`config.mk`:
```
export PLATFORM = sky130hd
export DESIGN_NAME = vc_port_control_logic_flat
export DESIGN_NICKNAME = d
export VERILOG_FILES = /design/src/rtl/vc_port_control_logic_if.sv /design/src/rtl/vc_port_control_logic.sv /design/src/flat_wrapper.sv
export SDC_FILE = /design/constraint.sdc
export NUM_CORES = 1
export LEC_CHECK = 0
export BUFFER_PORTS_ARGS = -buffer_cell sky130_fd_sc_hd__buf_2
export CAP_MARGIN = 20
export CORE_ASPECT_RATIO = 0.75
export CORE_MARGIN = 10
export CORE_UTILIZATION = 40
export CTS_BUF_LIST = sky130_fd_sc_hd__clkbuf_4
export DETAILED_ROUTE_END_ITERATION = 7
export SKIP_LAST_GASP = 1
export SLEW_MARGIN = 20
export SYNTH_ARGS = -nofsm -noshare
export SYNTH_HDL_FRONTEND = slang
export SYNTH_SLANG_ARGS = --single-unit
```
`constraint.sdc`:
```
create_clock -name clk -period 3 [get_ports clk]
set_input_delay 0.15 -clock clk [delete_from_list [all_inputs] [get_ports clk]]
set_output_delay 0.15 -clock clk [all_outputs]
set_load 0.01 [all_outputs]
```
`src/rtl/vc_port_control_logic_if.sv`:
```
// Link, crossbar and switch-allocator signals of one VC input port.
interface vc_port_control_logic_if #(
  parameter int unsigned DATA_WIDTH    = 16,
  parameter int unsigned VC_W          = 1,
  parameter int unsigned REQUEST_WIDTH = 3
);
  logic                     valid_in;
  logic                     ready_in;
  logic [DATA_WIDTH-1:0]    data_in;
  logic                     valid_out;
  logic                     ready_out;
  logic [DATA_WIDTH-1:0]    data_out;
  logic [VC_W-1:0]          vc_out;
  logic [REQUEST_WIDTH-1:0] dir_out;
  logic                     routeReserveRequestValid;
  logic [REQUEST_WIDTH-1:0] routeReserveRequest;
  logic                     routeReserveStatus;
  logic                     routeRelieve;
  logic [REQUEST_WIDTH-1:0] relieveDirection;
  logic                     protocol_error;

  modport slave (
    input  valid_in, data_in, ready_out, routeReserveStatus,
    output ready_in, valid_out, data_out, vc_out, dir_out,
           routeReserveRequestValid, routeReserveRequest,
           routeRelieve, relieveDirection, protocol_error
  );

  modport master (
    output valid_in, data_in, ready_out, routeReserveStatus,
    input  ready_in, valid_out, data_out, vc_out, dir_out,
           routeReserveRequestValid, routeReserveRequest,
           routeRelieve, relieveDirection, protocol_error
  );
endinterface

```
`src/rtl/vc_port_control_logic.sv`:
```
// VC input-port controller: per-VC FIFOs, XY routing on heads, round-robin
// route-request and output arbitration.
module vc_port_control_logic #(
  parameter int unsigned DATA_WIDTH    = 16,
  parameter int unsigned TYPE_WIDTH    = 2,
  parameter int unsigned NUM_VC        = 2,
  parameter int unsigned FIFO_DEPTH    = 4,
  parameter int unsigned COORD_W       = 2,
  parameter int unsigned X_POS         = 0,
  parameter int unsigned Y_POS         = 0,
  parameter int unsigned REQUEST_WIDTH = 3
) (
  input logic                    clk,
  input logic                    rst,
  vc_port_control_logic_if.slave bus
);
  localparam int unsigned VC_W  = $clog2(NUM_VC);
  localparam int unsigned PTR_W = $clog2(FIFO_DEPTH);
  localparam int unsigned CNT_W = PTR_W + 1;

  localparam logic [TYPE_WIDTH-1:0] T_HEAD   = TYPE_WIDTH'(0);
  localparam logic [TYPE_WIDTH-1:0] T_TAIL   = TYPE_WIDTH'(2);
  localparam logic [TYPE_WIDTH-1:0] T_SINGLE = TYPE_WIDTH'(3);

  localparam logic [REQUEST_WIDTH-1:0] DIR_N = REQUEST_WIDTH'(0);
  localparam logic [REQUEST_WIDTH-1:0] DIR_S = REQUEST_WIDTH'(1);
  localparam logic [REQUEST_WIDTH-1:0] DIR_W = REQUEST_WIDTH'(2);
  localparam logic [REQUEST_WIDTH-1:0] DIR_E = REQUEST_WIDTH'(3);
  localparam logic [REQUEST_WIDTH-1:0] DIR_L = REQUEST_WIDTH'(4);

  typedef enum logic [1:0] {
    ST_IDLE   = 2'd0,
    ST_ROUTE  = 2'd1,
    ST_ACTIVE = 2'd2
  } vc_state_e;

  function automatic logic is_head(input logic [TYPE_WIDTH-1:0] t);
    return (t == T_HEAD) || (t == T_SINGLE);
  endfunction

  function automatic logic is_last(input logic [TYPE_WIDTH-1:0] t);
    return (t == T_TAIL) || (t == T_SINGLE);
  endfunction

  function automatic logic [REQUEST_WIDTH-1:0] xy_route(input logic [COORD_W-1:0] dx,
                                                        input logic [COORD_W-1:0] dy);
    if (dx > COORD_W'(X_POS))      return DIR_E;
    else if (dx < COORD_W'(X_POS)) return DIR_W;
    else if (dy > COORD_W'(Y_POS)) return DIR_S;
    else if (dy < COORD_W'(Y_POS)) return DIR_N;
    else                           return DIR_L;
  endfunction

  vc_state_e                r_state     [NUM_VC];
  vc_state_e                w_state_nxt [NUM_VC];
  logic [REQUEST_WIDTH-1:0] r_dir       [NUM_VC];
  logic [REQUEST_WIDTH-1:0] w_dir_nxt   [NUM_VC];
  logic [DATA_WIDTH-1:0]    r_mem       [NUM_VC][FIFO_DEPTH];
  logic [PTR_W-1:0]         r_rd_ptr    [NUM_VC];
  logic [PTR_W-1:0]         r_wr_ptr    [NUM_VC];
  logic [CNT_W-1:0]         r_count     [NUM_VC];
  logic [CNT_W-1:0]         w_rcount    [NUM_VC];
  logic [DATA_WIDTH-1:0]    w_head      [NUM_VC];
  logic [DATA_WIDTH-1:0]    w_next      [NUM_VC];
  logic [NUM_VC-1:0]        r_fresh;
  logic [NUM_VC-1:0]        w_full;
  logic [NUM_VC-1:0]        w_avail;
  logic [NUM_VC-1:0]        w_avail2;
  logic [NUM_VC-1:0]        w_push_v;
  logic [NUM_VC-1:0]        w_pop;
  logic [VC_W-1:0]          w_vc_in;
  logic                     w_push;

  logic [VC_W-1:0]          r_out_ptr;
  logic [VC_W-1:0]          r_req_ptr;
  logic                     r_req_held;
  logic [VC_W-1:0]          r_req_vc;
  logic                     r_relieve;
  logic [REQUEST_WIDTH-1:0] r_relieve_dir;
  logic                     r_err;

  logic                     w_out_valid;
  logic [VC_W-1:0]          w_out_vc;
  logic                     w_req_valid;
  logic [VC_W-1:0]          w_req_vc;
  logic                     w_hs;
  logic                     w_grant;
  logic                     w_relieve;
  logic [REQUEST_WIDTH-1:0] w_relieve_dir;
  logic                     w_err_set;

  assign w_vc_in     = bus.data_in[DATA_WIDTH-TYPE_WIDTH-1 -: VC_W];
  assign bus.ready_in = !w_full[w_vc_in];
  assign w_push      = bus.valid_in && bus.ready_in;

  // A flit pushed last edge is counted for fullness but not yet readable.
  always_comb begin
    for (int v = 0; v < NUM_VC; v++) begin
      w_rcount[v] = r_count[v] - CNT_W'(r_fresh[v]);
      w_full[v]   = (r_count[v] == CNT_W'(FIFO_DEPTH));
      w_avail[v]  = (w_rcount[v] != '0);
      w_avail2[v] = (w_rcount[v] > CNT_W'(1));
      w_head[v]   = r_mem[v][r_rd_ptr[v]];
      w_next[v]   = r_mem[v][r_rd_ptr[v] + PTR_W'(1)];
    end
  end

  always_comb begin
    for (int v = 0; v < NUM_VC; v++) begin
      w_push_v[v] = w_push && (w_vc_in == VC_W'(v));
    end
  end

  // Arbitration and per-VC next state.
  always_comb begin
    w_state_nxt   = r_state;
    w_dir_nxt     = r_dir;
    w_pop         = '0;
    w_err_set     = 1'b0;
    w_relieve     = 1'b0;
    w_relieve_dir = '0;
    w_out_valid   = 1'b0;
    w_out_vc      = '0;
    w_req_valid   = 1'b0;
    w_req_vc      = '0;

    for (int i = 0; i < NUM_VC; i++) begin
      if (!w_out_valid && (r_state[VC_W'(r_out_ptr + VC_W'(i))] == ST_ACTIVE) &&
          w_avail[VC_W'(r_out_ptr + VC_W'(i))]) begin
        w_out_valid = 1'b1;
        w_out_vc    = VC_W'(r_out_ptr + VC_W'(i));
      end
    end

    if (r_req_held) begin
      w_req_valid = 1'b1;
      w_req_vc    = r_req_vc;
    end else begin
      for (int i = 0; i < NUM_VC; i++) begin
        if (!w_req_valid && (r_state[VC_W'(r_req_ptr + VC_W'(i))] == ST_ROUTE)) begin
          w_req_valid = 1'b1;
          w_req_vc    = VC_W'(r_req_ptr + VC_W'(i));
        end
      end
    end

    w_hs    = w_out_valid && bus.ready_out;
    w_grant = w_req_valid && bus.routeReserveStatus;

    for (int v = 0; v < NUM_VC; v++) begin
      case (r_state[v])
        ST_IDLE: begin
          if (w_avail[v]) begin
            if (is_head(w_head[v][DATA_WIDTH-1 -: TYPE_WIDTH])) begin
              w_state_nxt[v] = ST_ROUTE;
              w_dir_nxt[v]   = xy_route(w_head[v][COORD_W-1:0], w_head[v][2*COORD_W-1:COORD_W]);
            end else begin
              w_pop[v]  = 1'b1;
              w_err_set = 1'b1;
            end
          end
        end
        ST_ROUTE: begin
          if (w_grant && (w_req_vc == VC_W'(v))) w_state_nxt[v] = ST_ACTIVE;
        end
        ST_ACTIVE: begin
          if (w_hs && (w_out_vc == VC_W'(v))) begin
            w_pop[v] = 1'b1;
            if (is_last(w_head[v][DATA_WIDTH-1 -: TYPE_WIDTH])) begin
              w_relieve     = 1'b1;
              w_relieve_dir = r_dir[v];
              // A queued head behind the tail is routed on the same edge.
              if (w_avail2[v] && is_head(w_next[v][DATA_WIDTH-1 -: TYPE_WIDTH])) begin
                w_state_nxt[v] = ST_ROUTE;
                w_dir_nxt[v]   = xy_route(w_next[v][COORD_W-1:0],
                                          w_next[v][2*COORD_W-1:COORD_W]);
              end else begin
                w_state_nxt[v] = ST_IDLE;
              end
            end
          end
        end
        default: w_state_nxt[v] = ST_IDLE;
      endcase
    end
  end

  always_ff @(posedge clk or negedge rst) begin
    if (!rst) begin
      for (int v = 0; v < NUM_VC; v++) begin
        r_state[v] <= ST_IDLE;
        r_dir[v]   <= '0;
      end
    end else begin
      for (int v = 0; v < NUM_VC; v++) begin
        r_state[v] <= w_state_nxt[v];
        r_dir[v]   <= w_dir_nxt[v];
      end
    end
  end

  always_ff @(posedge clk or negedge rst) begin
    if (!rst) begin
      r_fresh <= '0;
      for (int v = 0; v < NUM_VC; v++) begin
        r_rd_ptr[v] <= '0;
        r_wr_ptr[v] <= '0;
        r_count[v]  <= '0;
      end
    end else begin
      r_fresh <= w_push_v;
      for (int v = 0; v < NUM_VC; v++) begin
        if (w_push_v[v]) r_wr_ptr[v] <= r_wr_ptr[v] + PTR_W'(1);
        if (w_pop[v])    r_rd_ptr[v] <= r_rd_ptr[v] + PTR_W'(1);
        if (w_push_v[v] && !w_pop[v])      r_count[v] <= r_count[v] + CNT_W'(1);
        else if (!w_push_v[v] && w_pop[v]) r_count[v] <= r_count[v] - CNT_W'(1);
      end
    end
  end

  always_ff @(posedge clk) begin
    if (w_push) r_mem[w_vc_in][r_wr_ptr[w_vc_in]] <= bus.data_in;
  end

  always_ff @(posedge clk or negedge rst) begin
    if (!rst) begin
      r_out_ptr     <= '0;
      r_req_ptr     <= '0;
      r_req_held    <= 1'b0;
      r_req_vc      <= '0;
      r_relieve     <= 1'b0;
      r_relieve_dir <= '0;
      r_err         <= 1'b0;
    end else begin
      if (w_hs)    r_out_ptr <= w_out_vc + VC_W'(1);
      if (w_grant) r_req_ptr <= w_req_vc + VC_W'(1);
      r_req_held    <= w_req_valid && !bus.routeReserveStatus;
      r_req_vc      <= w_req_vc;
      r_relieve     <= w_relieve;
      r_relieve_dir <= w_relieve_dir;
      r_err         <= r_err || w_err_set;
    end
  end

  assign bus.valid_out                = w_out_valid;
  assign bus.vc_out                   = w_out_vc;
  assign bus.data_out                 = w_out_valid ? w_head[w_out_vc] : '0;
  assign bus.dir_out                  = w_out_valid ? r_dir[w_out_vc] : '0;
  assign bus.routeReserveRequestValid = w_req_valid;
  assign bus.routeReserveRequest      = w_req_valid ? r_dir[w_req_vc] : '0;
  assign bus.routeRelieve             = r_relieve;
  assign bus.relieveDirection         = r_relieve_dir;
  assign bus.protocol_error           = r_err;
endmodule

```
`src/flat_wrapper.sv`:
```
// flat-port wrapper written by rule: the top's interface ports become plain ports
module vc_port_control_logic_flat 
#(
  parameter int unsigned DATA_WIDTH    = 16,
  parameter int unsigned TYPE_WIDTH    = 2,
  parameter int unsigned NUM_VC        = 2,
  parameter int unsigned FIFO_DEPTH    = 4,
  parameter int unsigned COORD_W       = 2,
  parameter int unsigned X_POS         = 0,
  parameter int unsigned Y_POS         = 0,
  parameter int unsigned REQUEST_WIDTH = 3
)
  (clk, rst, bus_valid_in, bus_data_in, bus_ready_out, bus_routeReserveStatus, bus_ready_in, bus_valid_out, bus_data_out, bus_vc_out, bus_dir_out, bus_routeReserveRequestValid, bus_routeReserveRequest, bus_routeRelieve, bus_relieveDirection, bus_protocol_error);
  vc_port_control_logic_if #(.DATA_WIDTH(DATA_WIDTH), .VC_W(1), .REQUEST_WIDTH(REQUEST_WIDTH)) bus_i ();
  input logic clk;
  input logic rst;
  input wire logic [$bits(bus_i.valid_in)-1:0] bus_valid_in;
  input wire logic [$bits(bus_i.data_in)-1:0] bus_data_in;
  input wire logic [$bits(bus_i.ready_out)-1:0] bus_ready_out;
  input wire logic [$bits(bus_i.routeReserveStatus)-1:0] bus_routeReserveStatus;
  output wire logic [$bits(bus_i.ready_in)-1:0] bus_ready_in;
  output wire logic [$bits(bus_i.valid_out)-1:0] bus_valid_out;
  output wire logic [$bits(bus_i.data_out)-1:0] bus_data_out;
  output wire logic [$bits(bus_i.vc_out)-1:0] bus_vc_out;
  output wire logic [$bits(bus_i.dir_out)-1:0] bus_dir_out;
  output wire logic [$bits(bus_i.routeReserveRequestValid)-1:0] bus_routeReserveRequestValid;
  output wire logic [$bits(bus_i.routeReserveRequest)-1:0] bus_routeReserveRequest;
  output wire logic [$bits(bus_i.routeRelieve)-1:0] bus_routeRelieve;
  output wire logic [$bits(bus_i.relieveDirection)-1:0] bus_relieveDirection;
  output wire logic [$bits(bus_i.protocol_error)-1:0] bus_protocol_error;
  assign bus_i.valid_in = bus_valid_in;
  assign bus_i.data_in = bus_data_in;
  assign bus_i.ready_out = bus_ready_out;
  assign bus_i.routeReserveStatus = bus_routeReserveStatus;
  assign bus_ready_in = bus_i.ready_in;
  assign bus_valid_out = bus_i.valid_out;
  assign bus_data_out = bus_i.data_out;
  assign bus_vc_out = bus_i.vc_out;
  assign bus_dir_out = bus_i.dir_out;
  assign bus_routeReserveRequestValid = bus_i.routeReserveRequestValid;
  assign bus_routeReserveRequest = bus_i.routeReserveRequest;
  assign bus_routeRelieve = bus_i.routeRelieve;
  assign bus_relieveDirection = bus_i.relieveDirection;
  assign bus_protocol_error = bus_i.protocol_error;
  vc_port_control_logic #(.DATA_WIDTH(DATA_WIDTH), .TYPE_WIDTH(TYPE_WIDTH), .NUM_VC(NUM_VC), .FIFO_DEPTH(FIFO_DEPTH), .COORD_W(COORD_W), .X_POS(X_POS), .Y_POS(Y_POS), .REQUEST_WIDTH(REQUEST_WIDTH)) u_core (.clk(clk), .rst(rst), .bus(bus_i));
endmodule
```
=== After elaboration in Yosys (flattened, before gate mapping) ===
Memories as Yosys holds them, arrays and structs flattened.
Index checks and enable logic that the tools add are counted.

* Memory bits (writable): 128
* Bits in registers: 35
* Word-level logic and storage cells: 292
* Memories kept: 1
* Input bits: 21
* Output and inout port bits: 31

* Multiplexer cells: 130
* $add $sub $neg: 14
* Equal/unequal tests: 28
* Reductions and logical operators: 52
* Bitwise gates (word level): 15
* Order comparisons: 34

{| class="wikitable"
|+ Memory list
! name !! words !! width !! read ports !! clocked after memory_dff !! wr ports !! line !! RTL
|-
| u_core.r_mem || 2 || 64 || 2 || 0 || 1 || vc_port_control_logic.sv:58 || <nowiki>logic [DATA_WIDTH-1:0] r_mem [NUM_VC][FIFO_DEPTH];</nowiki>
|}

{| class="wikitable"
|+ Operators by type and width
! kind !! count
|-
| 16-bit two-way mux || 13
|-
| 3-bit two-way mux || 44
|-
| 16-bit binary-select mux with 2-bit select || 4
|-
| 64-bit two-way mux || 1
|-
| 2-bit two-way mux || 25
|-
| 1-bit two-way mux || 36
|-
| 16-bit demux with 2-bit select || 1
|-
| 2-bit by 1-bit inequality test with 1-bit output (second input constant) || 12
|-
| 1-bit logical AND || 21
|-
| 2-bit equality test (second input constant) || 10
|-
| 2-bit by 1-bit > comparator with 1-bit output (second input constant) || 8
|-
| 2-bit by 1-bit < comparator with 1-bit output (second input constant) || 8
|-
| 3-bit >= comparator (second input constant) || 5
|-
| 2-bit inverter with 3-bit output || 5
|-
| 2-bit >= comparator (second input constant) || 7
|-
| 1-bit inverter with 2-bit output || 7
|-
| 2-bit zero test || 6
|-
| 2-bit case mux with 3 select lines || 2
|-
| 3-bit case mux with 2 select lines || 2
|-
| 6-bit AND reduction || 2
|-
| 5-bit AND reduction || 2
|-
| 2-bit by 1-bit adder with 2-bit output (second input constant) || 4
|-
| 2-bit by 1-bit equality test with 1-bit output (second input constant) || 4
|-
| 1-bit zero test || 8
|-
| 13 further kinds || 36
|}

=== Depth between registers and ports, before layout ===
Gate-level depths: netlist (run 1).

* Depth in word-level cells: 18
* Mapped depth: 13
* Depth with buffers taken out: 13

=== Least setup slack after synthesis (run 1) ===
No wires, ideal clock.

* Kind: register to register
* From: register u_core.r_rd_ptr[2] in the netlist's numbering
* To: register u_core.r_count[4] in the netlist's numbering
* Arrival: 2.969 ns
* Period minus slack after synthesis: 3.094 ns
* Path slack: -0.094 ns
* Stages on the path, launching flop included: 11
* Path through: dfrtp_1 -> buf_4 -> buf_2 -> mux4_2 -> ha_1 -> nor4_1 -> nor2_1 -> ha_1 -> inv_1 -> fa_1 -> mux2_2

* Longest elaborated chain between the ends: 12
* Elaborated cells between the ends (all ways): 15

{| class="wikitable"
|+ Ends and longest elaborated chain
! item !! line !! RTL
|-
| from (decl) || vc_port_control_logic.sv:59 || <nowiki>logic [PTR_W-1:0] r_rd_ptr [NUM_VC];</nowiki>
|-
| from (signal, indexed assignment) || vc_port_control_logic.sv:214 || <nowiki>if (w_pop[v]) r_rd_ptr[v] <= r_rd_ptr[v] + PTR_W'(1);</nowiki>
|-
| 2-bit inverter with 3-bit output (implied by the code) * || vc_port_control_logic.sv:103 || <nowiki>w_head[v] = r_mem[v][r_rd_ptr[v]];</nowiki>
|-
| 16-bit binary-select mux with 2-bit select * || vc_port_control_logic.sv:103 ||
|-
| 16-bit two-way mux (implied by the code) * (2 in series) || vc_port_control_logic.sv:103 ||
|-
| 2-bit equality test or 2-bit zero test (tied branches) || vc_port_control_logic.sv:38 || <nowiki>return (t == T_HEAD) || (t == T_SINGLE);</nowiki>
|-
| 1-bit logical OR * || vc_port_control_logic.sv:38 ||
|-
| 1-bit two-way mux * || vc_port_control_logic.sv:154 || <nowiki>if (is_head(w_head[v][DATA_WIDTH-1 -: TYPE_WIDTH])) begin</nowiki>
|-
| 1-bit two-way mux * || vc_port_control_logic.sv:153 || <nowiki>if (w_avail[v]) begin</nowiki>
|-
| 1-bit case mux with 2 select lines * || vc_port_control_logic.sv:151 || <nowiki>case (r_state[v])</nowiki>
|-
| 1-bit zero test || vc_port_control_logic.sv:215 || <nowiki>if (w_push_v[v] && !w_pop[v]) r_count[v] <= r_count[v] + CNT_W'(1);</nowiki>
|-
| 1-bit logical AND || vc_port_control_logic.sv:215 ||
|-
| 3-bit two-way mux or 2-bit nonzero test (tied branches) || -- ||
|-
| to (signal, indexed assignment) || vc_port_control_logic.sv:215 ||
|-
| to (signal, indexed assignment) || vc_port_control_logic.sv:216 || <nowiki>else if (!w_push_v[v] && w_pop[v]) r_count[v] <= r_count[v] - CNT_W'(1);</nowiki>
|-
| to (decl) || vc_port_control_logic.sv:61 || <nowiki>logic [CNT_W-1:0] r_count [NUM_VC];</nowiki>
|}

Every way passes the cells marked *; elsewhere a longest branch is shown, timed or not. The select of a mux whose other input is x is not followed.
A chain may end at the register's enable or synchronous reset.

=== Worst setup path in the final report (run 1) ===
Same ends and word-level chain as after synthesis.

==> results of run 1 <==
## path summary, 6_finish.rpt
path                            slack [ps]  depth (start not counted)                              to                      start
worst max-delay path                   150                          8               u_core.r_count[4]         u_core.r_rd_ptr[2]
worst min-delay path                   230                          2  u_core.bus.relieveDirection[0]                        rst
worst max register to register         150                          8               u_core.r_count[4]         u_core.r_rd_ptr[2]
worst min register to register         530                          1       u_core.bus.protocol_error  u_core.bus.protocol_error
max in group asynchronous             2190                          2              u_core.r_rd_ptr[0]                        rst
min in group clk                       340                          3               u_core.r_req_held     bus_routeReserveStatus
## timing repair
| action | in CTS | in global routing |
|---|---|---|
| endpoints found under the hold margin | 172 | 0 |
| hold buffers | 21 | 0 |
| pin swaps | 2 | 2 |
| resized for setup | 8 | 10 |
| setup buffers | 5 | 2 |
| endpoints found under the setup margin | 19 | 21 |
## worst max-delay path, cell delays in order (launching register included)
cell	delay [ps]
sky130_fd_sc_hd__dfrtp_1	450
sky130_fd_sc_hd__mux4_2	560
sky130_fd_sc_hd__ha_1	340
sky130_fd_sc_hd__nor4_2	280
sky130_fd_sc_hd__nor2_1	140
sky130_fd_sc_hd__ha_1	240
sky130_fd_sc_hd__inv_1	70
sky130_fd_sc_hd__fa_1	400
sky130_fd_sc_hd__mux2_2	260
## routing by layer
metal | track usage (%) | wire, um | up-vias
met5 | 0 | 0 | -
met4 | 4.169 | 159 | 0
met3 | 3.760 | 846 | 12
met2 | 22.39 | 7616 | 115
met1 | 19.83 | 7650 | 2170
li1 | - | - | 1928
## area by class of cell
type | count | area, sq um | share of cell area (%)
sequential | 163 | 4721 | 56.11
inverter | 16 | 62.56 | 0.7436
antenna | 1 | 2.502 | 0.02974
clock inverter | 15 | 178.9 | 2.127
multi-input combinational | 251 | 2270 | 26.98
timing repair buffer | 107 | 748.2 | 8.894
tap | 242 | 302.8 | 3.599
clock buffer | 17 | 127.6 | 1.517
## cell families (layout without fill, tap and decap cells)
kind of cell	count (synthesis)	in the layout	share of synthesized area, %
flops	163	163	66.60
compound gates	64	64	6.497
mux	47	47	13.24
buf+inv	35	155	2.242
simple gates	112	112	7.009
xor+xnor	16	16	2.083
fa+ha+maj	12	12	2.331
other cells	0	1	0
## synthesized netlist by cell type (3+ instances only)
library cell	instances
sky130_fd_sc_hd__inv_1	16
sky130_fd_sc_hd__mux4_2	36
sky130_fd_sc_hd__nor3_1	12
sky130_fd_sc_hd__dfrtp_1	35
sky130_fd_sc_hd__buf_2	10
sky130_fd_sc_hd__a22o_2	3
sky130_fd_sc_hd__xnor2_1	6
sky130_fd_sc_hd__buf_4	4
sky130_fd_sc_hd__mux2i_1	3
sky130_fd_sc_hd__nor2b_1	4
sky130_fd_sc_hd__o21ai_0	3
sky130_fd_sc_hd__nor2_1	29
sky130_fd_sc_hd__edfxtp_1	128
sky130_fd_sc_hd__xor2_1	9
sky130_fd_sc_hd__nand2b_1	4
sky130_fd_sc_hd__ha_1	10
sky130_fd_sc_hd__mux2_2	6
sky130_fd_sc_hd__nor3b_1	3
sky130_fd_sc_hd__nand2_1	50
sky130_fd_sc_hd__a211oi_1	7
sky130_fd_sc_hd__a21oi_1	33
sky130_fd_sc_hd__and3b_1	3
sky130_fd_sc_hd__clkbuf_1	5
sky130_fd_sc_hd__a31oi_1	4
## metrics by stage
step	setup WS (ps)	cells	TNS (ps)
floorplan	44.27	449	0
global placement	210.1	751	0
detailed placement	95.28	751	0
CTS	5.790	809	0
global route	-4.502	812	-4.502
finish	150.2	812	0
## cell usage in the layout (no fill, tap or decap), drive strengths merged, types with 4 or more instances in the layout
| master | netlist | final |
|---|---|---|
| a211oi | 7 | 7 |
| a21oi | 33 | 33 |
| a22o | 7 | 7 |
| a31oi | 5 | 5 |
| buf | 14 | 86 |
| clkbuf | 5 | 17 |
| clkinv | 0 | 5 |
| dfrtp | 35 | 35 |
| dlygate4sd3 | 0 | 21 |
| edfxtp | 128 | 128 |
| ha | 10 | 10 |
| inv | 16 | 20 |
| mux2 | 8 | 8 |
| mux4 | 36 | 36 |
| nand2 | 50 | 50 |
| nand2b | 4 | 4 |
| nor2 | 29 | 29 |
| nor2b | 4 | 4 |
| nor3 | 12 | 12 |
| xnor2 | 7 | 7 |
| xor2 | 9 | 9 |
## where the power goes
group	internal, mW	switching (mW)
clock network	0.584	0.812
registers	2.84	0.256
logic	1.57	1.86
total	4.99	2.93
## registers in the layout, indices dropped and copies added, names as in the netlist
name and flops:
u_core.bus.protocol_error 1, u_core.bus.relieveDirection 3, u_core.bus.routeRelieve 1, u_core.r_count 6, u_core.r_dir 6, u_core.r_fresh 2
u_core.r_mem 128, u_core.r_out_ptr 1, u_core.r_rd_ptr 4, u_core.r_req_held 1, u_core.r_req_ptr 1, u_core.r_req_vc 1
u_core.r_state 4, u_core.r_wr_ptr 4
==> impl_metrics.py, run 1 <==
metrics = {
    "sta": {
        "max_freq_ghz": 0.3509,
        "finalMaxSlewViolations": 0,
        "max_slew.worst_pin.slew_ps": 859.2,
        "final.period_utilization_pct": 94.99,
        "hold-worst-slack_ps": 225.1,
        "report.final.setup_viol": 0,
        "hold_viol": 0,
        "final.min_clock_period_ps": 2850,
        "slew-limit-headroom_pct": 42.72,
        "finalClockSkew_ps": 18.85,
    },
    "grt": {
        "grt_overflow": 0,
        "pin_count_of_the_biggest_net_entering_global_routing": 36,
        "antenna_found_initial": 1,
        "wire_length_of_the_first_global_routing_pass_um": 26020,
        "grt_use_total_pct": 14.47,
        "via_count_of_the_first_global_routing_pass": 4463,
    },
    "hold_path": {
        "hold_path.class": "primary input to async pin",
    },
    "worst_setup_path": {
        "setup.worst_path.end_class": "flip-flop",
        "critical_path_arrival_ps": 3310,
        "start_kind": "flip-flop",
        "cp.required_ps": 3460,
        "crit_fanout": 4,
        "worstSetupPathType": "flip-flop to flip-flop",
    },
    "pwr": {
        "power_density_cells_nw_per_um2": 941.3,
        "post-layout-total-power_mw": 7.920,
        "total_leakage_power_nw": 3.135,
        "ir_drop_uv": 358.6,
    },
    "clock_network": {
        "clockBufferDepth": 2,
        "ctsHtreeMaxLevel": 4,
        "cts_num_sinks": 163,
        "cts_tree": "built",
        "clk_root_buffer_cell": "sky130_fd_sc_hd__clkbuf_4",
        "insertion_delay_ps": 570,
        "cts-buffers-inserted": 17,
        "clk_pin_slew_ps": 150,
    },
    "run_status": {
        "outcome": "finished clean",
    },
    "finish": {
        "layout.nets": 589,
        "final_core_utilization_pct": 48.08,
        "layout-drive-gt1-share_pct": 33.39,
        "fill_cells": 1546,
        "areaGrowthSynthToFinish_pct": 18.71,
        "postLayoutCellArea_sq_um": 8413,
    },
    "detailed_routing": {
        "vias": 4225,
        "drc": 0,
        "detail_route.wl_per_cell_um": 20.04,
        "ant_nets": 0,
        "total_detailed_routing_wirelength_um": 16270,
        "avgViaCountPerCell": 5.203,
        "detailedRoute.firstIterationViolations": 393,
        "firstDrtPassIters": 5,
    },
    "floorplanning": {
        "num_io_pins": 52,
        "die_h_um": 135.3,
        "initial_utilization_pct": 40.50,
        "core_area_sq_um": 17500,
        "number_of_core_rows": 42,
        "die_area_sq_um": 23500,
        "dieWidth_um": 173.7,
    },
    "job": {
        "maxCapViolations": 0,
    },
    "placement": {
        "final_wtd_congestion": 0.7763,
        "post-dp-hpwl_um": 11020,
        "placed_cell_area_sq_um": 7775,
        "io_port_bufs": 51,
    },
    "synth": {
        "synth.lib_cells_used.distinct": 43,
        "synth_area_leader_cell": "sky130_fd_sc_hd__edfxtp_1",
        "async_s_r_ff_share_synth_pct": 21.47,
        "synthesis.nets": 482,
        "post_synth.cell_area_avg_sq_um": 15.78,
        "synth_top_flop_cell": "sky130_fd_sc_hd__edfxtp_1",
        "yosys.area.top_type_share_pct": 54.24,
        "synth_enable_flop_cells": 128,
        "sequential_share_of_the_synthesized_area_pct": 66.60,
        "yosys_warnings": 0,
        "synth_area_leaders": "sky130_fd_sc_hd__edfxtp_1, sky130_fd_sc_hd__dfrtp_1, sky130_fd_sc_hd__mux4_2, sky130_fd_sc_hd__nand2_1, sky130_fd_sc_hd__a21oi_1",
        "syn-cell-area_sq_um": 7087,
        "ys_ff_latch": 163,
        "post_synth_inst_count": 449,
    },
}
No activity file was read; power rests on OpenSTA's default activity.
==> run 2, diff against run 1 <==
CORE_ASPECT_RATIO = default   (was 0.75)
==> run 2 against run 1 <==
Sequential cell count is the same. Cell count is 2.7% lower. Largest cell class unchanged. Worst setup slack worse by 16 ps. Count of clock-buffer cells in the layout is 4 higher. Critical path depth rose by 4. Sequential power about the same. Largest power group unchanged.
==> impl_metrics.py, run 2 (synthesis results as in run 1) <==
metrics = {
    "hold_path": {
        "hold_path.class": "primary input to async pin",
    },
    "pwr": {
        "total_leakage_power_nw": 3.125,
        "ir_drop_uv": 465.0,
        "power_density_cells_nw_per_um2": 943.2,
        "pwr-share-comb_pct": 42.8,
        "p_switching_mw": 2.820,
        "clock_power_share_pct": 17.9,
        "intPower_mw": 5.095,
        "switching_share_pct": 35.63,
        "power.sequential.fraction_pct": 39.2,
    },
    "finish": {
        "antenna-diode-count": 0,
        "layout.nets": 585,
        "fill_cells": 1485,
        "areaGrowthSynthToFinish_pct": 18.41,
        "layout-drive-gt1-share_pct": 33.45,
        "leading_cell_type_in_the_layout_fill_and_taps_excluded": "sky130_fd_sc_hd__edfxtp_1",
        "finalNonFillerCells": 790,
        "final_cell_mix": "sky130_fd_sc_hd__edfxtp_1, sky130_fd_sc_hd__buf_2, sky130_fd_sc_hd__nand2_1",
        "largest_register_ff_count": 128,
    },
    "detailed_routing": {
        "total_detailed_routing_wirelength_um": 15610,
        "avgViaCountPerCell": 5.275,
        "drc": 0,
        "firstDrtPassIters": 4,
        "ant_nets": 0,
        "vias": 4167,
        "detail_route.wl_per_cell_um": 19.76,
        "detailedRoute.firstIterationViolations": 254,
    },
    "sta": {
        "finalMaxSlewViolations": 0,
        "grt_setup_unrepaired": "true",
        "finalClockSkew_ps": 20.32,
        "final.min_clock_period_ps": 2866,
        "max_slew.worst_pin.slew_ps": 833.5,
        "report.final.setup_viol": 0,
        "hold_viol": 0,
        "max_freq_ghz": 0.3489,
        "timing.setup.tns_ps": 0,
        "final.period_utilization_pct": 95.53,
        "hold-worst-slack_ps": 216.4,
        "slew-limit-headroom_pct": 44.43,
    },
    "job": {
        "maxCapViolations": 0,
    },
    "worst_setup_path": {
        "crit_fanout": 9,
        "worstSetupPathType": "flip-flop to output pin",
        "setup.worst_path.end_class": "output pin",
        "start_kind": "flip-flop",
        "critical_path.slowest_cell": "sky130_fd_sc_hd__dfrtp_1",
        "max_stage_delay_ps": 390,
        "crit_end": "bus_data_out[10]",
        "timing.reg2reg.setup_slack_ps": 150,
        "crit_top_cell": "sky130_fd_sc_hd__buf_6",
        "critical_path_arrival_ps": 2720,
        "crit_chain": "inv_1, ha_1, ha_2, xnor2_4, a31oi_4, buf_6, nand2_2, inv_4, buf_6, nand2_1, a21oi_1, buf_2",
        "cp.required_ps": 2850,
        "worstSetupStartpoint": "u_core.r_count[0]",
        "critical_path.reg2reg.endpoint": "u_core.r_count[4]",
        "crit-reg2reg-launch": "u_core.r_count[0]",
        "ff2ff_path_depth": 12,
    },
    "floorplanning": {
        "initial_utilization_pct": 40.83,
        "dieWidth_um": 153.1,
        "core_area_sq_um": 17360,
        "number_of_core_rows": 48,
        "die_area_sq_um": 23440,
        "num_io_pins": 52,
        "die_h_um": 153.1,
    },
    "clock_network": {
        "clk_pin_slew_ps": 130,
        "cts-buffers-inserted": 17,
        "clk_root_buffer_cell": "sky130_fd_sc_hd__clkbuf_4",
        "insertion_delay_ps": 560,
        "cts_num_sinks": 163,
        "clockBufferDepth": 2,
        "cts_tree": "built",
        "ctsHtreeMaxLevel": 4,
    },
    "grt": {
        "antenna_found_initial": 0,
        "grt_overflow": 0,
        "wire_length_of_the_first_global_routing_pass_um": 25220,
        "pin_count_of_the_biggest_net_entering_global_routing": 36,
        "grt_use_total_pct": 13.76,
        "via_count_of_the_first_global_routing_pass": 4580,
    },
    "placement": {
        "dp_cells": 732,
        "post-dp-hpwl_um": 10660,
        "final_wtd_congestion": 0.8246,
        "io_port_bufs": 51,
    },
    "run_status": {
        "outcome": "finished clean",
    },
}
[run 2: changes by cell type in the layout (fill, tap and decap cells not counted), moves of 2 or more]
cell,delta
sky130_fd_sc_hd__ha_2,+2
sky130_fd_sc_hd__buf_4,-3
sky130_fd_sc_hd__a21oi_2,-2
sky130_fd_sc_hd__clkbuf_4,+4
sky130_fd_sc_hd__ha_1,-2
sky130_fd_sc_hd__a21oi_1,+2
sky130_fd_sc_hd__inv_6,-4
[run 2: cell type report]
class | instances | area [sq um] | share of cell area [%]
Inverter | 16 | 62.56 | 0.7455
Tap cell | 225 | 281.5 | 3.355
Clock inverter | 11 | 161.4 | 1.923
Timing Repair Buffer | 103 | 710.7 | 8.469
Multi-Input combinational cell | 251 | 2296 | 27.36
Sequential cell | 163 | 4722 | 56.27
Clock buffer | 21 | 157.7 | 1.879
[run 2: worst min path at each step]
stage / slack [ps] / to / start / cells after the start
after global routing: 240 / u_core.r_wr_ptr[0] / rst / 2
after floorplan: -150 / u_core.bus.protocol_error / rst / 0
after global placement: 280 / u_core.r_count[4] / rst / 1
after CTS: 210 / u_core.r_fresh[0] / rst / 2
final: 220 / u_core.r_wr_ptr[0] / rst / 2
after detailed placement: 310 / u_core.r_count[4] / rst / 1
[run 2: per-stage QoR]
| step | power (mW) | util [%] | setup slack (ps) | instance area, sq um |
|---|---|---|---|---|
| after floorplan | 5.398 | - | 44.27 | 7096 |
| after global placement | 6.311 | 44.59 | 176.1 | 7739 |
| after detailed placement | 6.375 | 44.59 | 56.57 | 7739 |
| after CTS | 7.858 | 47.75 | -6.525 | 8288 |
| after global routing | 8.449 | 48.35 | -31.01 | 8392 |
| final | 7.915 | 48.35 | 134.1 | 8392 |
[run 2: repair_timing]
action / 4_1_cts / 5_1_grt
setup endpoints to repair: 20 / 23
endpoints found under the hold margin: 172 / 0
gates resized for setup: 5 / 17
pin swaps: 1 / 3
setup buffers: 2 / 4
hold buffers: 20 / 0
cloned: 0 / 0
[run 2: routing by layer]
metal	wire length [um]	vias up	track usage [%]
li1	-	1911	-
met1	6759	2143	16.35
met2	7842	99	23.41
met3	791	14	3.872
met4	216	0	4.678
met5	0	-	0
[run 2: worst max-delay path: cells and delay by family (launching register included)]
family          cells  cell delay (ps)
buf+inv             5              640
flops               1              390
xor+xnor            1              160
simple gates        2              170
fa+ha+maj           2              400
compound gates      2              390
[run 2: power groups by stage]
stage | sequential, mW | clock [mW] | combinational (mW)
6_report | 3.10 | 1.42 | 3.39
5_1_grt | 3.15 | 1.56 | 3.75
4_1_cts | 3.09 | 1.46 | 3.30
3_5_place_dp | 3.15 | 0 | 3.22
3_3_place_gp | 3.13 | 0 | 3.18
2_1_floorplan | 3.06 | 0 | 2.34
